$ cat src/rtl/seg7_capture_decoder.sv
// Multiplexed seven-segment bus sniffer: it filters mux ghosting, decodes each digit
// and delivers whole frames over valid/ready. Define SEG7_ACTIVE_LOW_EN for common-anode inputs.
module seg7_capture_decoder #(
    parameter int NUM_DIGITS    = 4,
    parameter int STABLE_CYCLES = 4
) (
    input  logic                    clk,
    input  logic                    rst_n,
    input  logic [6:0]              seg,
    input  logic [NUM_DIGITS-1:0]   an,
    output logic [4*NUM_DIGITS-1:0] frame_data,
    output logic                    frame_valid,
    input  logic                    frame_ready,
    output logic                    err_pat,
    output logic                    err_sel,
    output logic                    overflow,
    output logic                    dbg_state
);

    // Handshake: frame_data is held while frame_valid is high; a frame is consumed on any
    // clock edge with frame_valid && frame_ready. frame_ready is ignored while frame_valid is low.

    localparam int SW = NUM_DIGITS + 7;
    localparam int CW = 8;

    typedef enum logic {TRACK = 1'b0, LOCKED = 1'b1} state_t;

    state_t                  state_q, state_d;
    logic [SW-1:0]           smp_q, smp_d;
    logic [SW-1:0]           smp_dly_q, smp_dly_d;
    logic [CW-1:0]           cnt_q, cnt_d;
    logic [NUM_DIGITS-1:0]   seen_q, seen_d;
    logic [4*NUM_DIGITS-1:0] digits_q, digits_d;
    logic [4*NUM_DIGITS-1:0] frame_data_q, frame_data_d;
    logic                    frame_valid_q, frame_valid_d;
    logic                    err_pat_q, err_pat_d;
    logic                    err_sel_q, err_sel_d;
    logic                    overflow_q, overflow_d;

    logic                    accept;
    logic                    complete;
    logic [NUM_DIGITS-1:0]   smp_an;
    logic [6:0]              smp_seg;
    logic [4:0]              dec;

    // Returns {invalid, code}; unknown patterns map to 4'hE.
    function automatic logic [4:0] decode(input logic [6:0] s);
        case (s)
            7'b1111110: decode = 5'h00;
            7'b0110000: decode = 5'h01;
            7'b1101101: decode = 5'h02;
            7'b1111001: decode = 5'h03;
            7'b0110011: decode = 5'h04;
            7'b1011011: decode = 5'h05;
            7'b1011111: decode = 5'h06;
            7'b1110000: decode = 5'h07;
            7'b1111111: decode = 5'h08;
            7'b1111011: decode = 5'h09;
            7'b0000000: decode = 5'h0F;
            default:    decode = 5'h1E;
        endcase
    endfunction

    always_comb begin
`ifdef SEG7_ACTIVE_LOW_EN
        smp_d = ~{an, seg};
`else
        smp_d = {an, seg};
`endif
        smp_dly_d = smp_q;
        state_d   = state_q;
        cnt_d     = cnt_q;
        accept    = 1'b0;

        if (smp_q != smp_dly_q) begin
            cnt_d   = '0;
            state_d = TRACK;
        end else if (state_q == TRACK) begin
            if (cnt_q < CW'(STABLE_CYCLES - 1)) begin
                cnt_d = cnt_q + 1'b1;
            end
            if (cnt_q == CW'(STABLE_CYCLES - 2)) begin
                accept  = 1'b1;
                state_d = LOCKED;
            end
        end

        smp_an    = smp_q[SW-1:7];
        smp_seg   = smp_q[6:0];
        dec       = decode(smp_seg);
        digits_d  = digits_q;
        seen_d    = seen_q;
        err_pat_d = 1'b0;
        err_sel_d = 1'b0;
        complete  = &seen_q;

        // A completed mask is cleared one edge after its last write; no accept can land here.
        if (complete) begin
            seen_d = '0;
        end

        if (accept && (smp_an != '0)) begin
            if ((smp_an & (smp_an - NUM_DIGITS'(1))) == '0) begin
                for (int i = 0; i < NUM_DIGITS; i++) begin
                    if (smp_an[i]) begin
                        digits_d[4*i +: 4] = dec[3:0];
                        seen_d[i]          = 1'b1;
                    end
                end
                err_pat_d = dec[4];
            end else begin
                err_sel_d = 1'b1;
            end
        end

        frame_data_d  = frame_data_q;
        frame_valid_d = frame_valid_q;
        overflow_d    = overflow_q;

        // A frame completing under a pending unconsumed frame is dropped.
        if (complete) begin
            if (!frame_valid_q || frame_ready) begin
                frame_data_d  = digits_q;
                frame_valid_d = 1'b1;
            end else begin
                overflow_d = 1'b1;
            end
        end else if (frame_valid_q && frame_ready) begin
            frame_valid_d = 1'b0;
        end
    end

    always_ff @(posedge clk) begin
        if (!rst_n) begin
            state_q       <= TRACK;
            smp_q         <= '0;
            smp_dly_q     <= '0;
            cnt_q         <= '0;
            seen_q        <= '0;
            digits_q      <= '0;
            frame_data_q  <= '0;
            frame_valid_q <= 1'b0;
            err_pat_q     <= 1'b0;
            err_sel_q     <= 1'b0;
            overflow_q    <= 1'b0;
        end else begin
            state_q       <= state_d;
            smp_q         <= smp_d;
            smp_dly_q     <= smp_dly_d;
            cnt_q         <= cnt_d;
            seen_q        <= seen_d;
            digits_q      <= digits_d;
            frame_data_q  <= frame_data_d;
            frame_valid_q <= frame_valid_d;
            err_pat_q     <= err_pat_d;
            err_sel_q     <= err_sel_d;
            overflow_q    <= overflow_d;
        end
    end

    assign frame_data  = frame_data_q;
    assign frame_valid = frame_valid_q;
    assign err_pat     = err_pat_q;
    assign err_sel     = err_sel_q;
    assign overflow    = overflow_q;
    assign dbg_state   = state_q;

endmodule
$ cat config.mk
export PLATFORM = sky130hd
export DESIGN_NAME = seg7_capture_decoder
export DESIGN_NICKNAME = d
export VERILOG_FILES = /design/src/rtl/seg7_capture_decoder.sv
export SDC_FILE = /design/constraint.sdc
export NUM_CORES = 1
export LEC_CHECK = 0
export ABC_CLOCK_PERIOD_IN_PS = 2600
export BUFFER_PORTS_ARGS = -buffer_cell sky130_fd_sc_hd__buf_2
export CORE_MARGIN = 2
export CORE_UTILIZATION = 50
export DETAILED_ROUTE_END_ITERATION = 10
export PLACE_DENSITY = 0.69
export RECOVER_POWER = 25
export SYNTH_ARGS = -nofsm -noshare
export SYNTH_HDL_FRONTEND = slang
export SYNTH_SLANG_ARGS = --single-unit
$ cat constraint.sdc
create_clock -name clk -period 2.6 [get_ports clk]
set_input_delay 0.78 -clock clk [delete_from_list [all_inputs] [get_ports clk]]
set_output_delay 0.78 -clock clk [all_outputs]
set_load 0.1 [all_outputs]
; After elaboration in Yosys (flattened, before gate mapping)
; Index checks and enable logic that the tools add are counted.
[word_totals]
register_bits = 71
in_bits = 14
[op_classes]
eq_ne = 13
n_reduce_logical = 20
bitwise_logic = 4
magnitude_cmp = 1
mux = 16
addsub = 2
[op_table]
columns = cell, n
row1 = "equality test 7 bit, second input constant", 8
row2 = one-hot mux 5 bit (11 select lines), 1
row3 = AND reduction 3 bit, 5
row4 = "equality test 7 x 6 -> 1 bit, second input constant", 2
row5 = 2-to-1 mux 1 bit, 12
row6 = 2-to-1 mux 4 bit, 3
row7 = inequality test 11 bit, 1
row8 = AND reduction 5 bit, 2
row9 = "adder 8 x 1 -> 8 bit, second input constant", 1
row10 = "equality test 8 x 2 -> 1 bit, second input constant", 1
row11 = "less-than comparator 8 x 2 -> 1 bit, second input constant", 1
row12 = zero test 7 bit, 1
row13 = AND reduction 2 bit, 3
row14 = AND 4 bit, 1
row15 = zero test 4 bit, 1
row16 = AND reduction 4 bit, 1
row17 = nonzero test 4 bit, 1
row18 = "subtractor 4 x 1 -> 4 bit, second input constant", 1
row19 = inverter 1 bit, 3
row20 = logical AND 1 bit, 2
row21 = "inequality test 2 x 1 -> 1 bit, second input constant", 1
row22 = nonzero test 2 bit, 1
row23 = OR reduction 2 bit, 1
row24 = zero test 1 bit, 1
row25 = logical OR 1 bit, 1

; Logic depth before layout (Yosys ltp)
[depth]
ltp_word = 6
mapped_depth = 7
depth_no_buf = 7

; Worst setup path after synthesis
; OpenSTA, ideal clock, no wires.
[synth_path]
kind = register -> register
start = reg frame_valid_q (netlist: frame_valid)
end = reg frame_data_q[15] (netlist: frame_data[15])
slack_ns = 0.570
stages_incl_launch_ff = 7
t_required_ns = 2.529
setup_ns = 0.071
arrival_ns = 1.960
n_path_buf = 2
path_cell_list = dfxtp_1 > nand2b_1 > nand2b_1 > clkbuf_1 > clkbuf_1 > nand2_1 > a21oi_1
[synth_between]
elab_chain_cells = 3
[synth_lines]
columns = item, line_no
row1 = start: declaration, 35  ; logic frame_valid_q, frame_valid_d;
row2 = start signal: assignment, 154  ; frame_valid_q <= frame_valid_d;
row3 = zero test 1 bit, 122  ; if (!frame_valid_q || frame_ready) begin
row4 = logical OR 1 bit, 122
row5 = AND reduction 5 bit (no line), n/a
row6 = end signal: assignment, 153  ; frame_data_q <= frame_data_d;
row7 = end: declaration, 34  ; logic [4*NUM_DIGITS-1:0] frame_data_q, frame_data_d;
; No other way between the ends.
; A chain may end at the register's enable or synchronous reset.

; Final worst setup path
[layout_path]
start = reg smp_q[5] (netlist: smp_dly_d[5])
end = reg digits_q[13]
[layout_between]
elab_chain_cells = 4
[layout_lines]
columns = item, line_no
row1 = start: declaration, 29  ; logic [SW-1:0] smp_q, smp_d;
row2 = start signal: assignment, 148  ; smp_q <= smp_d;
row3 = inequality test 11 bit, 75  ; if (smp_q != smp_dly_q) begin
row4 = 2-to-1 mux 1 bit, 75
row5 = logical AND 1 bit, 102  ; if (accept && (smp_an != '0)) begin
row6 = AND reduction 3 bit (no line), n/a
row7 = end signal: assignment, 152  ; digits_q <= digits_d;
row8 = end: declaration, 33  ; logic [4*NUM_DIGITS-1:0] digits_q, digits_d;
; Parallel ways exist; a longest one is shown, timed or not.

==> results.md <==
- Status: complete, no violations
- Worst ir drop on vdd: 0.381 mV
- Critical Path End Type: flop
- Sequential-to-total area share from yosys stat: 49.3%
- Final ANT Viol Nets: 0
- Aggregate negative setup slack: 0 ps
- Proportion of netlist area held by the largest area contributor: slightly below 50%
- Leading cell type by number of instances after synthesis: sky130_fd_sc_hd__dfxtp_1
- Register bit count reported by yosys: between 70 and 80
- Critical setup path kind: reg -> reg
- Final antenna diode count: 0
- Fraction of final layout cells with drive strength greater than 1: 18.0%
- Capture instance of the worst register-to-register path: digits_q[13]
- Count of different cell masters after synthesis: 44
- Setup violators final: 0
- Final standard cell area without fillers: 3250 µm²
- Reg2Reg Setup Slack: 450 ps
- Number of placement rows: 27
- Data required time of the critical path: 2760 ps
- Number of synthesized flops with an enable pin: 0
- Critical Path Fanout Max: 12
- Detailed-route vias per instance: 5.23
- Count of endpoints failing hold in the final timing report: 0
- Total nets after synthesis: 324
- Area of the core: 5540 µm²
- Crit start category: flop
- Non-Filler Instances: 411
- Setup Skew: about 9.5 ps
- CP arrival: about 2300 ps
- Iteration-0 DRC Markers: about 150
- Clk sink count: 71
- GPL Wtd Cong: 0.766
- Worst relative slew slack: 13.3%
- Number of vias in the routed layout: 2151
- Count of yosys warnings during synthesis: 0
- Number of detailed-routing iterations run before antenna repair: 4
- Worst r2r src: smp_dly_d[5]
- Pin count of the biggest net entering global routing: 33
- Worst-case hold path end point: frame_data[9]
- Clk root buf: sky130_fd_sc_hd__clkbuf_8
- CTS clk-pin slew, worst paths: 70 ps
- Clock Latency Late Sink: 340 ps
- Hold Crit Start: frame_data[9]
- Area after DPL: 3070 µm²
- Total power divided by cell area: 641 nW/µm²
- Number of buffers added by the clock tree synthesis step: 9
- List of most frequent post-synthesis cells: sky130_fd_sc_hd__dfxtp_1, sky130_fd_sc_hd__nand2_1, sky130_fd_sc_hd__a21oi_1, sky130_fd_sc_hd__and2_1, sky130_fd_sc_hd__nor2_1
- Floorplan die area: 6390 µm²
- Mean routed wirelength per cell: about 13 µm
- Unrepaired setup endpoints after global routing: no
- Max-slew violations: 0
- Total routing resource utilization after global routing: 19.0%
- Post CTS Setup Buffer Count: 0
- Total standard cell area after synthesis: ~2900 µm²
- Cell count after placement: roughly 400
- Relative area change from synthesis to final layout: 12.6%
- # hold bufs at CTS: 0
- DPL Wire Length: between 3000 and 4000 µm
- CTS max path bufs: 2
- Top cells by area in the synthesized netlist: sky130_fd_sc_hd__dfxtp_1, sky130_fd_sc_hd__nand2_1, sky130_fd_sc_hd__and2_1, sky130_fd_sc_hd__a21oi_1, sky130_fd_sc_hd__xnor2_1
- Maximum achievable frequency: 0.465 GHz
- Async set-reset flop share out of synthesis: 0%
- Remaining routing DRC violations: 0
- Number of max-cap violations: 0
- Number of nets in the layout: 351
- Number of instances resized during post-cts repair: 0
- Vert. Die Dim: 79.9 µm
- Period minus WS final: 2150 ps
- Avg Synthesized Cell Area: around 9.4 µm²
- Logic depth of the worst register-to-register path: 5
- Leakage power total: 1.21 nW
- First-pass GRT wire length: 9270 µm
- Setup crit start: smp_dly_d[5]
- Top FF cell, synth: sky130_fd_sc_hd__dfxtp_1
- Slew at the pin closest to its max-slew limit: 1300 ps
- Die span in x: 79.9 µm
- IO Pins: 35
- Leading area contributor after synthesis: sky130_fd_sc_hd__dfxtp_1
- Overall overflow remaining after global route: 0
- Type of the tightest min-delay check: reg -> reg
- Via count of the first global-routing pass: approximately 1900
- Clock H-tree levels: 3
- Starting density of the core: between 50% and 60%
- Antenna violations before repair: 0
- PortBufs: 34
- Synthesized instance count: 308
- Final worst-path cycle share: around 83%
- Number of cells on the worst hold path: 2
- Clock tree from TritonCTS: yes
- Routed wire length: 5370 µm
## metrics by stage
stage / setup WS [ps] / utilization (%) / total power [mW] / hold slack (ps)
global placement: 399 / 55.4 / 1.26 / 437
CTS: 493 / 58.8 / 2.11 / 453
detailed placement: 366 / 55.4 / 1.27 / 443
global route: 279 / 58.6 / 2.17 / 464
floorplan: 570 / - / 1.24 / 429
finish: 451 / 58.6 / 2.08 / 452
## kinds of logic (layout without fill, tap and decap cells)
kind of cell | after synthesis | count (layout) | share of synthesized area [%]
and+or+nand+nor | 144 | 144 | 28.6
adders and majority gates | 3 | 3 | 1.21
muxes | 8 | 8 | 2.78
buffers and inverters | 22 | 53 | 3.43
xor gates and xnor gates | 12 | 12 | 3.90
AOI/OAI and AO/OA | 48 | 48 | 10.8
DFF | 71 | 71 | 49.3
## worst max-delay path, stage by stage, from the launching register on
cell	delay, ps
sky130_fd_sc_hd__dfxtp_1	570
sky130_fd_sc_hd__or4b_4	530
sky130_fd_sc_hd__a21oi_4	150
sky130_fd_sc_hd__nor4_2	110
sky130_fd_sc_hd__a2111oi_4	480
sky130_fd_sc_hd__a211oi_1	130
## report_power, final
group	total [mW]	switching, mW	internal [mW]	leakage, nW
registers	1.13	0.0266	1.10	0.576
logic	0.109	0.0632	0.0463	0.538
clock network	0.844	0.379	0.465	0.0964
total	2.08	0.469	1.61	1.21
## cell usage in the layout, fill, tap and decap left out, types with 3 or more instances in the layout
master | netlist | routed
sky130_fd_sc_hd__dfxtp_1 | 71 | 71
sky130_fd_sc_hd__xnor2_1 | 11 | 11
sky130_fd_sc_hd__nand2b_1 | 3 | 3
sky130_fd_sc_hd__nor3_1 | 5 | 5
sky130_fd_sc_hd__o21ai_0 | 4 | 4
sky130_fd_sc_hd__buf_2 | 6 | 33
sky130_fd_sc_hd__a31oi_1 | 5 | 5
sky130_fd_sc_hd__nand4_1 | 5 | 5
sky130_fd_sc_hd__clkbuf_8 | 0 | 10
sky130_fd_sc_hd__nand3b_1 | 3 | 3
sky130_fd_sc_hd__and2_0 | 0 | 7
sky130_fd_sc_hd__nand2_1 | 47 | 47
sky130_fd_sc_hd__nor4_2 | 4 | 4
sky130_fd_sc_hd__mux2i_1 | 8 | 8
sky130_fd_sc_hd__a21oi_1 | 28 | 28
sky130_fd_sc_hd__nand3_1 | 4 | 4
sky130_fd_sc_hd__a211oi_1 | 6 | 6
sky130_fd_sc_hd__clkbuf_1 | 12 | 5
sky130_fd_sc_hd__nor2_1 | 19 | 19
sky130_fd_sc_hd__nor2b_1 | 4 | 4
sky130_fd_sc_hd__or3_1 | 3 | 3
sky130_fd_sc_hd__and2_1 | 28 | 21
## per-layer routing
metal | track usage, % | share of wire (%)
met2 | 28.9 | 46
met4 | 10.5 | 2.4
met3 | 4.75 | 4.3
met5 | 0 | 0
met1 | 24.7 | 48
## registers in the layout (all words and copies together), names as in the netlist
name         cells
err_pat          1
err_sel          1
smp_dly_d       11
smp_dly_q       11
frame_valid      1
cnt_q            8
digits_q        16
frame_data      16
dbg_state        1
seen_q           4
overflow         1
## how the worst max path moves through the flow
stage | slack [ps] | endpoint
after floorplan | 570 | frame_data[15]
after global placement | 400 | frame_data[6]
after CTS | 490 | digits_q[5]
after detailed placement | 370 | frame_data[11]
after global routing | 280 | digits_q[13]
final | 450 | digits_q[13]
## layout make-up
cell class | count | area, µm²
clock buffer | 12 | 145
sequential | 71 | 1420
multi-input combinational | 215 | 1360
tap | 72 | 90.1
fill | 497 | 2290
clock inverter | 3 | 43.8
timing repair buffer | 36 | 176
inverter | 2 | 7.51
Note: power is estimated with default switching activity, not from simulation.
